`config.mk`:
```
export PLATFORM = sky130hd
export DESIGN_NAME = mux_rr_arbiter_flat
export DESIGN_NICKNAME = d
export VERILOG_FILES = /design/src/rtl/mux_rr_arbiter_if.sv /design/src/rtl/mux_rr_arbiter.sv /design/src/flat_wrapper.sv
export SDC_FILE = /design/constraint.sdc
export NUM_CORES = 1
export LEC_CHECK = 0
export ABC_AREA = 0
export ABC_CLOCK_PERIOD_IN_PS = 3210
export CAP_MARGIN = 25
export CORE_MARGIN = 1
export CORE_UTILIZATION = 47
export DETAILED_ROUTE_END_ITERATION = 8
export PLACE_DENSITY = 0.88
export SYNTH_ARGS = -nofsm -noshare
export SYNTH_HDL_FRONTEND = slang
export SYNTH_SLANG_ARGS = --single-unit
```
`constraint.sdc`:
```
create_clock -name clk -period 3.21 [get_ports clk]
set_input_delay 0.321 -clock clk [delete_from_list [all_inputs] [get_ports clk]]
set_output_delay 0.321 -clock clk [all_outputs]
set_load 0.03 [all_outputs]
```
`src/rtl/mux_rr_arbiter_if.sv`:
```
// Bus bundle for the 4:1 round-robin mux arbiter: four requesters with
// their request lines and data words on one side, the granted select,
// one-hot grant and registered output word on the other.
interface mux_rr_arbiter_if #(
    parameter int WIDTH = 8
);
    logic [3:0]       REQ;
    logic [WIDTH-1:0] A0;
    logic [WIDTH-1:0] A1;
    logic [WIDTH-1:0] A2;
    logic [WIDTH-1:0] A3;
    logic [1:0]       S;
    logic [3:0]       GNT;
    logic [WIDTH-1:0] Y;
    logic             VALID;
    logic             BUSY;

    // Requester side: drives requests and data, observes grant and output.
    modport master (
        output REQ, A0, A1, A2, A3,
        input  S, GNT, Y, VALID, BUSY
    );

    // Arbiter side: samples requests and data, drives grant and output.
    modport slave (
        input  REQ, A0, A1, A2, A3,
        output S, GNT, Y, VALID, BUSY
    );
endinterface

```
`src/rtl/mux_rr_arbiter.sv`:
```
// Round-robin arbiter and sequencer for a shared 4:1 word multiplexer.
// One requester holds the grant at a time; each transfer registers the
// selected word onto Y with a one-cycle VALID strobe. A grant is capped at
// MAX_BURST transfers whenever another requester is waiting. All outputs
// are registered, so there is no combinational input-to-output path.
module mux_rr_arbiter #(
    parameter int WIDTH     = 8,
    parameter int MAX_BURST = 4
) (
    input  logic             clk,
    input  logic             rst,
    mux_rr_arbiter_if.slave  bus
);

    typedef enum logic {
        ST_IDLE  = 1'b0,
        ST_GRANT = 1'b1
    } state_t;

    localparam logic [7:0] MAX_CNT = 8'(MAX_BURST);

    state_t           state_q, state_d;
    logic [3:0]       gnt_q, gnt_d;
    logic [1:0]       s_q, s_d;
    logic [1:0]       last_q, last_d;
    logic [7:0]       cnt_q, cnt_d;
    logic             hold_q, hold_d;
    logic [WIDTH-1:0] y_q, y_d;
    logic             valid_q, valid_d;
    logic             busy_q, busy_d;

    logic [WIDTH-1:0] sel_word;
    logic [1:0]       pick;
    logic             others;
    logic [7:0]       cnt_inc;

    // First requester found searching last+1, last+2, last+3, last+4 (mod 4).
    // Scanning from the far end lets the nearest hit overwrite later ones.
    function automatic logic [1:0] rr_pick(input logic [3:0] req,
                                           input logic [1:0] last);
        logic [1:0] idx;
        rr_pick = last;
        for (int i = 4; i >= 1; i--) begin
            idx = last + 2'(i);
            if (req[idx]) rr_pick = idx;
        end
    endfunction

    function automatic logic [3:0] onehot(input logic [1:0] k);
        onehot = 4'b0001 << k;
    endfunction

    // Data mux steered by the registered select.
    always_comb begin
        case (s_q)
            2'd0:    sel_word = bus.A0;
            2'd1:    sel_word = bus.A1;
            2'd2:    sel_word = bus.A2;
            default: sel_word = bus.A3;
        endcase
    end

    // Arbitration helpers: next pick, competing requests, saturating count.
    always_comb begin
        pick    = rr_pick(bus.REQ, last_q);
        others  = |(bus.REQ & ~onehot(s_q));
        cnt_inc = (cnt_q >= MAX_CNT) ? MAX_CNT : cnt_q + 8'd1;
    end

    // Next-state logic for the IDLE/GRANT sequencer and its registered outputs.
    // hold marks the first edge after a burst-limit switch: that edge only
    // re-steers the mux, so exactly one VALID bubble separates the bursts.
    always_comb begin
        state_d = state_q;
        gnt_d   = gnt_q;
        s_d     = s_q;
        last_d  = last_q;
        cnt_d   = cnt_q;
        hold_d  = hold_q;
        y_d     = y_q;
        valid_d = 1'b0;
        case (state_q)
            ST_IDLE: begin
                if (|bus.REQ) begin
                    state_d = ST_GRANT;
                    gnt_d   = onehot(pick);
                    s_d     = pick;
                    last_d  = pick;
                    cnt_d   = 8'd0;
                    hold_d  = 1'b0;
                end
            end
            ST_GRANT: begin
                if (!bus.REQ[s_q]) begin
                    // Granted requester let go: hand over at once or go idle.
                    hold_d = 1'b0;
                    cnt_d  = 8'd0;
                    if (|bus.REQ) begin
                        gnt_d  = onehot(pick);
                        s_d    = pick;
                        last_d = pick;
                    end else begin
                        state_d = ST_IDLE;
                        gnt_d   = 4'b0000;
                    end
                end else if (hold_q) begin
                    hold_d = 1'b0;
                end else begin
                    y_d     = sel_word;
                    valid_d = 1'b1;
                    if ((cnt_inc == MAX_CNT) && others) begin
                        // Burst limit hit with a waiter: pick is never s_q here.
                        gnt_d  = onehot(pick);
                        s_d    = pick;
                        last_d = pick;
                        cnt_d  = 8'd0;
                        hold_d = 1'b1;
                    end else begin
                        cnt_d = cnt_inc;
                    end
                end
            end
            default: begin
                state_d = ST_IDLE;
                gnt_d   = 4'b0000;
            end
        endcase
        busy_d = (state_d == ST_GRANT);
    end

    // State and output registers; reset drops any grant in progress.
    always_ff @(posedge clk) begin
        if (rst) begin
            state_q <= ST_IDLE;
            gnt_q   <= 4'b0000;
            s_q     <= 2'b00;
            last_q  <= 2'b11;
            cnt_q   <= 8'd0;
            hold_q  <= 1'b0;
            y_q     <= '0;
            valid_q <= 1'b0;
            busy_q  <= 1'b0;
        end else begin
            state_q <= state_d;
            gnt_q   <= gnt_d;
            s_q     <= s_d;
            last_q  <= last_d;
            cnt_q   <= cnt_d;
            hold_q  <= hold_d;
            y_q     <= y_d;
            valid_q <= valid_d;
            busy_q  <= busy_d;
        end
    end

    assign bus.S     = s_q;
    assign bus.GNT   = gnt_q;
    assign bus.Y     = y_q;
    assign bus.VALID = valid_q;
    assign bus.BUSY  = busy_q;

endmodule

```
`src/flat_wrapper.sv`:
```
// flat-port wrapper written by rule: the top's interface ports become plain ports
module mux_rr_arbiter_flat 
#(
    parameter int WIDTH     = 8,
    parameter int MAX_BURST = 4
)
  (clk, rst, bus_REQ, bus_A0, bus_A1, bus_A2, bus_A3, bus_S, bus_GNT, bus_Y, bus_VALID, bus_BUSY);
  mux_rr_arbiter_if #(.WIDTH(WIDTH)) bus_i ();
  input  logic clk;
  input  logic rst;
  input wire logic [$bits(bus_i.REQ)-1:0] bus_REQ;
  input wire logic [$bits(bus_i.A0)-1:0] bus_A0;
  input wire logic [$bits(bus_i.A1)-1:0] bus_A1;
  input wire logic [$bits(bus_i.A2)-1:0] bus_A2;
  input wire logic [$bits(bus_i.A3)-1:0] bus_A3;
  output wire logic [$bits(bus_i.S)-1:0] bus_S;
  output wire logic [$bits(bus_i.GNT)-1:0] bus_GNT;
  output wire logic [$bits(bus_i.Y)-1:0] bus_Y;
  output wire logic [$bits(bus_i.VALID)-1:0] bus_VALID;
  output wire logic [$bits(bus_i.BUSY)-1:0] bus_BUSY;
  assign bus_i.REQ = bus_REQ;
  assign bus_i.A0 = bus_A0;
  assign bus_i.A1 = bus_A1;
  assign bus_i.A2 = bus_A2;
  assign bus_i.A3 = bus_A3;
  assign bus_S = bus_i.S;
  assign bus_GNT = bus_i.GNT;
  assign bus_Y = bus_i.Y;
  assign bus_VALID = bus_i.VALID;
  assign bus_BUSY = bus_i.BUSY;
  mux_rr_arbiter #(.WIDTH(WIDTH), .MAX_BURST(MAX_BURST)) u_core (.clk(clk), .rst(rst), .bus(bus_i));
endmodule
```
==> impl_metrics.toml, run 1 <==
[worst_setup_path]
path_buf_inv = 1
cp_cell_sequence = "clkdlybuf4s50_1"
endpoint_kind = "output pin"
critPathArrivalTime_ps = 1930
critPathKind = "reg -> out"
cp_top_family = "flip-flops"
reg2reg_to = "u_core.cnt_q[0]"
rr_startpoint = "u_core.bus.S[0]"
worstPathRequired_ps = 2890
cpMaxStageDelayCell = "dfxtp_1"
critPathLaunchType = "flop"
r2r_cells = 5
rrSetupSlack_ps = 990
critPathMaxFanout = 14
max_stage_delay_ps = 810

[yosys]
synth_common_cells = "dfxtp_1 (27), nand2_1 (25), nor2_1 (12)"
synthCells = 145
synth_warnings = 0
yosys.area.top_type = "dfxtp_1"
synth-edff-count = 0
ys_types = 40
async_flop_share_pct = 0
synth.most_common_cell = "dfxtp_1"
ys_seq_area_share_pct = 38.1
syn_nets = 185
syn-mean-instance-area_um2 = 9.79
ys.flop_type = "dfxtp_1"
yosys_register_bits = 27
yosys-top-cells-area = "dfxtp_1 (38%), mux4_2 (14%), nand2_1 (6.6%)"
yosysTopAreaCellShare_pct = 38.1
netlist_area_um2 = 1420

[global_route]
grt_max_degree = 20
grt_pass1_wl_um = 5770
grtUsageMet3_pct = 5.67
grt_util_met1_pct = 24.7
grt_usage_pct = 22.5
use_met2_pct = 42.2
busiest_layer = "met2"
overflow = 0
grt_pass1_vias = 1348
antenna_found_initial = 0

[cells_and_area]
nNetsFinal = 241
final_area_um2 = 2010
syn2layout_area_growth_pct = 41.4
antennaDiodeCount = 0
drive_gt1_share_pct = 14.0

[sta]
fmax_mhz = 445
fin_skew_ps = 7.32
slew_headroom_pct = 52.7
fin_setup_tns_ps = 0
period_share_pct = 70.1
rsz0062_at_grt = "false"
finalSetupViolations = 0
drv_slew = 0
final_hold_viol_count = 0
finalCriticalPeriod_ps = 2250
tightest_slew_ps = 709

[drt]
first_iter_violations = 47
wl_um = 3330
wire_per_inst_um = 14.4
ant_nets = 0
via_per_inst = 5.45
vias = 1260
drc = 4
drt_pass1_iterations = 6

[floorplan]
ios = 54
dieArea_um2 = 3240
die_y_um = 56.9
die_x_um = 56.9
start_util_pct = 50.6
row_count = 19
coreArea_um2 = 2810

[status]
violations = "design-rule violations"
outcome = "finished with violations"

[worst_hold_path]
hold_path.startpoint = "u_core.bus.Y[6]"
hold_path_end = "u_core.bus.Y[6]"
min_path_cells = 2
holdCritPathClass = "reg -> reg"

[pwr]
switchingPower_mw = 0.279
p_int_mw = 0.577
clockPowerShare_pct = 17.3
ir_drop_mv = 0.349
power_frac_comb_pct = 36.4
powerDensity_nw_per_um2 = 427
seqPwrFrac_pct = 46.4
p_leak_nw = 0.744
p_sw_share_pct = 32.6

[placement]
gp_congestion = 0.785
postPlaceCellArea_um2 = 1980
hpwlAfterDp_um = 2740
io_buffers = 53

[clock_tree]
cts_setup_buffers = 0
htreeDepth = 1
cts_sinks = 27
clockBufferDepth = 2
cts_buffers = 3
clkLatencyLatePin_ps = 330
cts.clk_slew.worst_paths_ps = 150
cts_tree = "yes"
root_buffer = "clkbuf_4"
cts-hold-fix-buffers = 0
cts_resized = 0

[flow_run]
cap_violations = 0
==> per-stage QoR <==
step	power, mW	cells	hold slack [ps]	utilization (%)	setup slack [ps]
floorplan	0.597	145	431	-	1300
global placement	0.705	227	444	70.4	1040
detailed placement	0.717	227	447	70.4	976
CTS	0.862	231	474	71.5	926
global route	0.900	231	483	71.5	808
finish	0.856	231	474	71.5	961
==> power groups by stage <==
stage / Clock [mW] / Combinational (mW) / Sequential [mW]
final: 0.148 / 0.312 / 0.397
after global routing: 0.163 / 0.334 / 0.403
after CTS: 0.151 / 0.313 / 0.397
after detailed placement: 0 / 0.312 / 0.404
after global placement: 0 / 0.302 / 0.402
after floorplan: 0 / 0.159 / 0.437
==> kinds of logic after synthesis <==
logic type	count (synthesis)	share of synthesized area (%)
AND/OR/NAND/NOR	61	21.3
multiplexers	18	20.7
flip-flops	27	38.1
AO/OA/AOI/OAI	28	14.6
adder cells (fa/ha/maj)	2	1.76
buffers and inverters	9	3.53
==> routing by layer <==
layer	part of all wire [%]	vias to the layer above	wire length (um)
met3	3.9	8	131
met5	0	-	0
li1	-	626	-
met4	2.2	0	72
met2	52	34	1740
met1	42	592	1390
==> cell type report <==
class	count	area [um^2]
flip-flops and latches	27	541
clock buffers	3	22.5
fillers	212	800
inverters	4	15.0
well taps	31	38.8
repair buffers	56	553
multi-input cells	109	828
clock inverters	1	7.51
==> state kept, by name (all words and copies together), names as in the netlist <==
register and cells:
u_core.bus.Y 8, u_core.cnt_q 8, u_core.bus.GNT 4, u_core.bus.S 2
u_core.last_q 2, u_core.bus.VALID 1, u_core.hold_q 1, u_core.state_q 1
==> layout by cell type, fill, tap and decap left out, types with 3 or more instances in the layout <==
cell	count
clkdlybuf4s50_1	53
dfxtp_1	27
nand2_1	25
nor2_1	12
a21oi_1	11
mux4_2	9
mux2i_1	8
and2_1	5
inv_1	4
o21ai_0	4
nand2b_1	3
clkbuf_4	3
buf_4	3
==> worst max-delay path by stage <==
stage	startpoint	to	slack (ps)	cells after the start
2_1_floorplan	u_core.bus.S[0]	u_core.cnt_q[0]	1300	6
3_3_place_gp	u_core.bus.S[0]	u_core.cnt_q[0]	1040	5
3_5_place_dp	u_core.bus.S[0]	u_core.cnt_q[0]	980	5
4_1_cts	u_core.bus.S[0]	bus_S[0]	930	1
5_1_grt	u_core.bus.S[0]	u_core.cnt_q[0]	810	5
6_report	u_core.bus.S[0]	bus_S[0]	960	1
No activity file was read; power rests on OpenSTA's default activity.
==> run 2: changes to the inputs <==
--- a/config.mk
+++ b/config.mk
@@ -6,12 +6,12 @@
 export NUM_CORES = 1
 export LEC_CHECK = 0
 export ABC_AREA = 0
-export ABC_CLOCK_PERIOD_IN_PS = 3210
+export ABC_CLOCK_PERIOD_IN_PS = 1800
 export CAP_MARGIN = 25
 export CORE_MARGIN = 1
-export CORE_UTILIZATION = 47
+export CORE_UTILIZATION = 39
 export DETAILED_ROUTE_END_ITERATION = 8
-export PLACE_DENSITY = 0.88
+export PLACE_DENSITY = 0.78
 export SYNTH_ARGS = -nofsm -noshare
 export SYNTH_HDL_FRONTEND = slang
 export SYNTH_SLANG_ARGS = --single-unit
==> constraint.sdc (replaced) <==
create_clock -name clk -period 1.8 [get_ports clk]
set_input_delay 0.18 -clock clk [delete_from_list [all_inputs] [get_ports clk]]
set_output_delay 0.18 -clock clk [all_outputs]
set_load 0.03 [all_outputs]
==> run 2 against run 1 <==
The run now ends clean. Count of clock-buffer cells in the layout grew 1. Sequential power grew 75%. Design area grew 5.2%. Clock skew shrank 4.2 ps. Routed wire length grew 2.7%. Utilization shrank 9.7 points. First-iteration DRC count shrank 32%. Via count grew 3.0%. Critical path depth grew 4. Non-clock buffer count grew 11. Clock power grew 66%. Critical path type is now reg -> reg. Critical endpoint is now u_core.cnt_q[0]. Highest routed layer unchanged.
==> impl_metrics.toml, run 2 (synthesized netlist as in run 1, its figures left out) <==
[sta]
period_share_pct = 93.9
finalCriticalPeriod_ps = 1690
finalSetupViolations = 0
slew_headroom_pct = 68.7
fin_skew_ps = 3.07
fmax_mhz = 592
tightest_slew_ps = 468
fin_ws_ps = 110
drv_slew = 0
final_hold_viol_count = 0
timing.hold.ws_ps = 461

[worst_hold_path]
holdCritPathClass = "reg -> reg"

[floorplan]
dieArea_um2 = 3880
coreArea_um2 = 3420
start_util_pct = 41.5
die_x_um = 62.3
die_y_um = 62.3
ios = 54
row_count = 21

[pwr]
p_leak_nw = 0.809
ir_drop_mv = 0.433
report.power.total_mw = 1.54
powerDensity_nw_per_um2 = 732

[clock_tree]
cts_tree = "yes"
clkLatencyLatePin_ps = 310
clockBufferDepth = 2
cts_sinks = 27
cts.clk_slew.worst_paths_ps = 130
cts-hold-fix-buffers = 0
htreeDepth = 1
cts_buffers = 3
root_buffer = "clkbuf_4"

[flow_run]
cap_violations = 0

[cells_and_area]
fillers = 297
nNetsFinal = 252
syn2layout_area_growth_pct = 48.7
drive_gt1_share_pct = 19.9
multi_input_area_um2 = 831
seq_area_um2 = 547
final_cell_mix = "clkdlybuf4s50_1 (51), nand2_1 (25), dfxtp_1 (24)"
final_area_um2 = 2110
antennaDiodeCount = 0
layout_commonest_cell = "clkdlybuf4s50_1"

[placement]
detailedPlace.worstSlack_ps = -200
postPlaceCellArea_um2 = 2080
gp_congestion = 0.822
hpwlAfterDp_um = 2870
io_buffers = 53

[global_route]
overflow = 0
grt_max_degree = 19
grt_usage_pct = 19.2
grt_pass1_wl_um = 6120
antenna_found_initial = 0
grt_pass1_vias = 1380

[status]
outcome = "complete, no violations"

[drt]
wire_per_inst_um = 13.3
drc = 0
ant_nets = 0
first_iter_violations = 32
via_per_inst = 5.05
vias = 1298
wl_um = 3420
drt_pass1_iterations = 4

[worst_setup_path]
worstPathRequired_ps = 2010
critPathLaunchType = "flop"
critPathArrivalTime_ps = 1900
critPathKind = "reg -> reg"
critPathMaxFanout = 8
endpoint_kind = "flop"
[run 2: cell types whose count changed in the layout (fill, tap and decap cells not counted)]
cell,previous run,this run
dfxtp_2,0,2
dfxtp_4,0,1
clkdlybuf4s50_1,53,51
clkinvlp_4,1,0
clkbuf_1,0,1
nor2b_2,0,1
buf_4,3,14
dlygate4sd2_1,0,2
nor2b_1,2,1
dfxtp_1,27,24
[run 2: path summary, 6_finish.rpt]
| kind | startpoint | slack, ps | depth (start not counted) | to |
|---|---|---|---|---|
| worst max-delay path | u_core.bus.S[0] | 110 | 5 | u_core.cnt_q[0] |
| worst min-delay path | u_core.bus.Y[0] | 460 | 2 | u_core.bus.Y[0] |
| worst max register to register | u_core.bus.S[0] | 110 | 5 | u_core.cnt_q[0] |
| worst min register to register | u_core.bus.Y[0] | 460 | 2 | u_core.bus.Y[0] |
[run 2: cell type report]
class / count / share of cell area [%]
repair buffers: 67 / 30.0
well taps: 46 / 2.73
multi-input cells: 109 / 39.4
clock buffers: 4 / 1.25
inverters: 4 / 0.712
flip-flops and latches: 27 / 25.9
[run 2: routing by layer]
metal,global-route usage [%],vias to the layer above,wire length [um]
li1,-,648,-
met1,22.9,628,1510
met2,36.0,20,1810
met3,3.13,2,95
met4,3.49,0,9
met5,0,-,0
[run 2: repair_timing]
action	CTS	global route
gates resized for setup	2	4
endpoints found under the setup margin	2	1
setup buffers	0	0
hold endpoints to repair	0	0
[run 2: worst max-delay path, stage by stage, from the launching register on]
cell and delay, ps:
dfxtp_4 400, mux4_2 510, and2_4 200, a21oi_2 140
nor2_2 80, mux2_2 270
[run 2: metrics by stage]
stage / util (%) / instances / TNS, ps
2_1_floorplan: - / 145 / 0
3_3_place_gp: 60.8 / 253 / -1650
3_5_place_dp: 60.8 / 253 / -2920
4_1_cts: 61.5 / 257 / 0
5_1_grt: 61.8 / 257 / -1.14
6_report: 61.8 / 257 / 0
[run 2: report_power, final]
group          internal [mW]  switching (mW)  total [mW]
Clock                 0.0864           0.158       0.245
Sequential             0.652          0.0431       0.696
Combinational          0.318           0.286       0.605
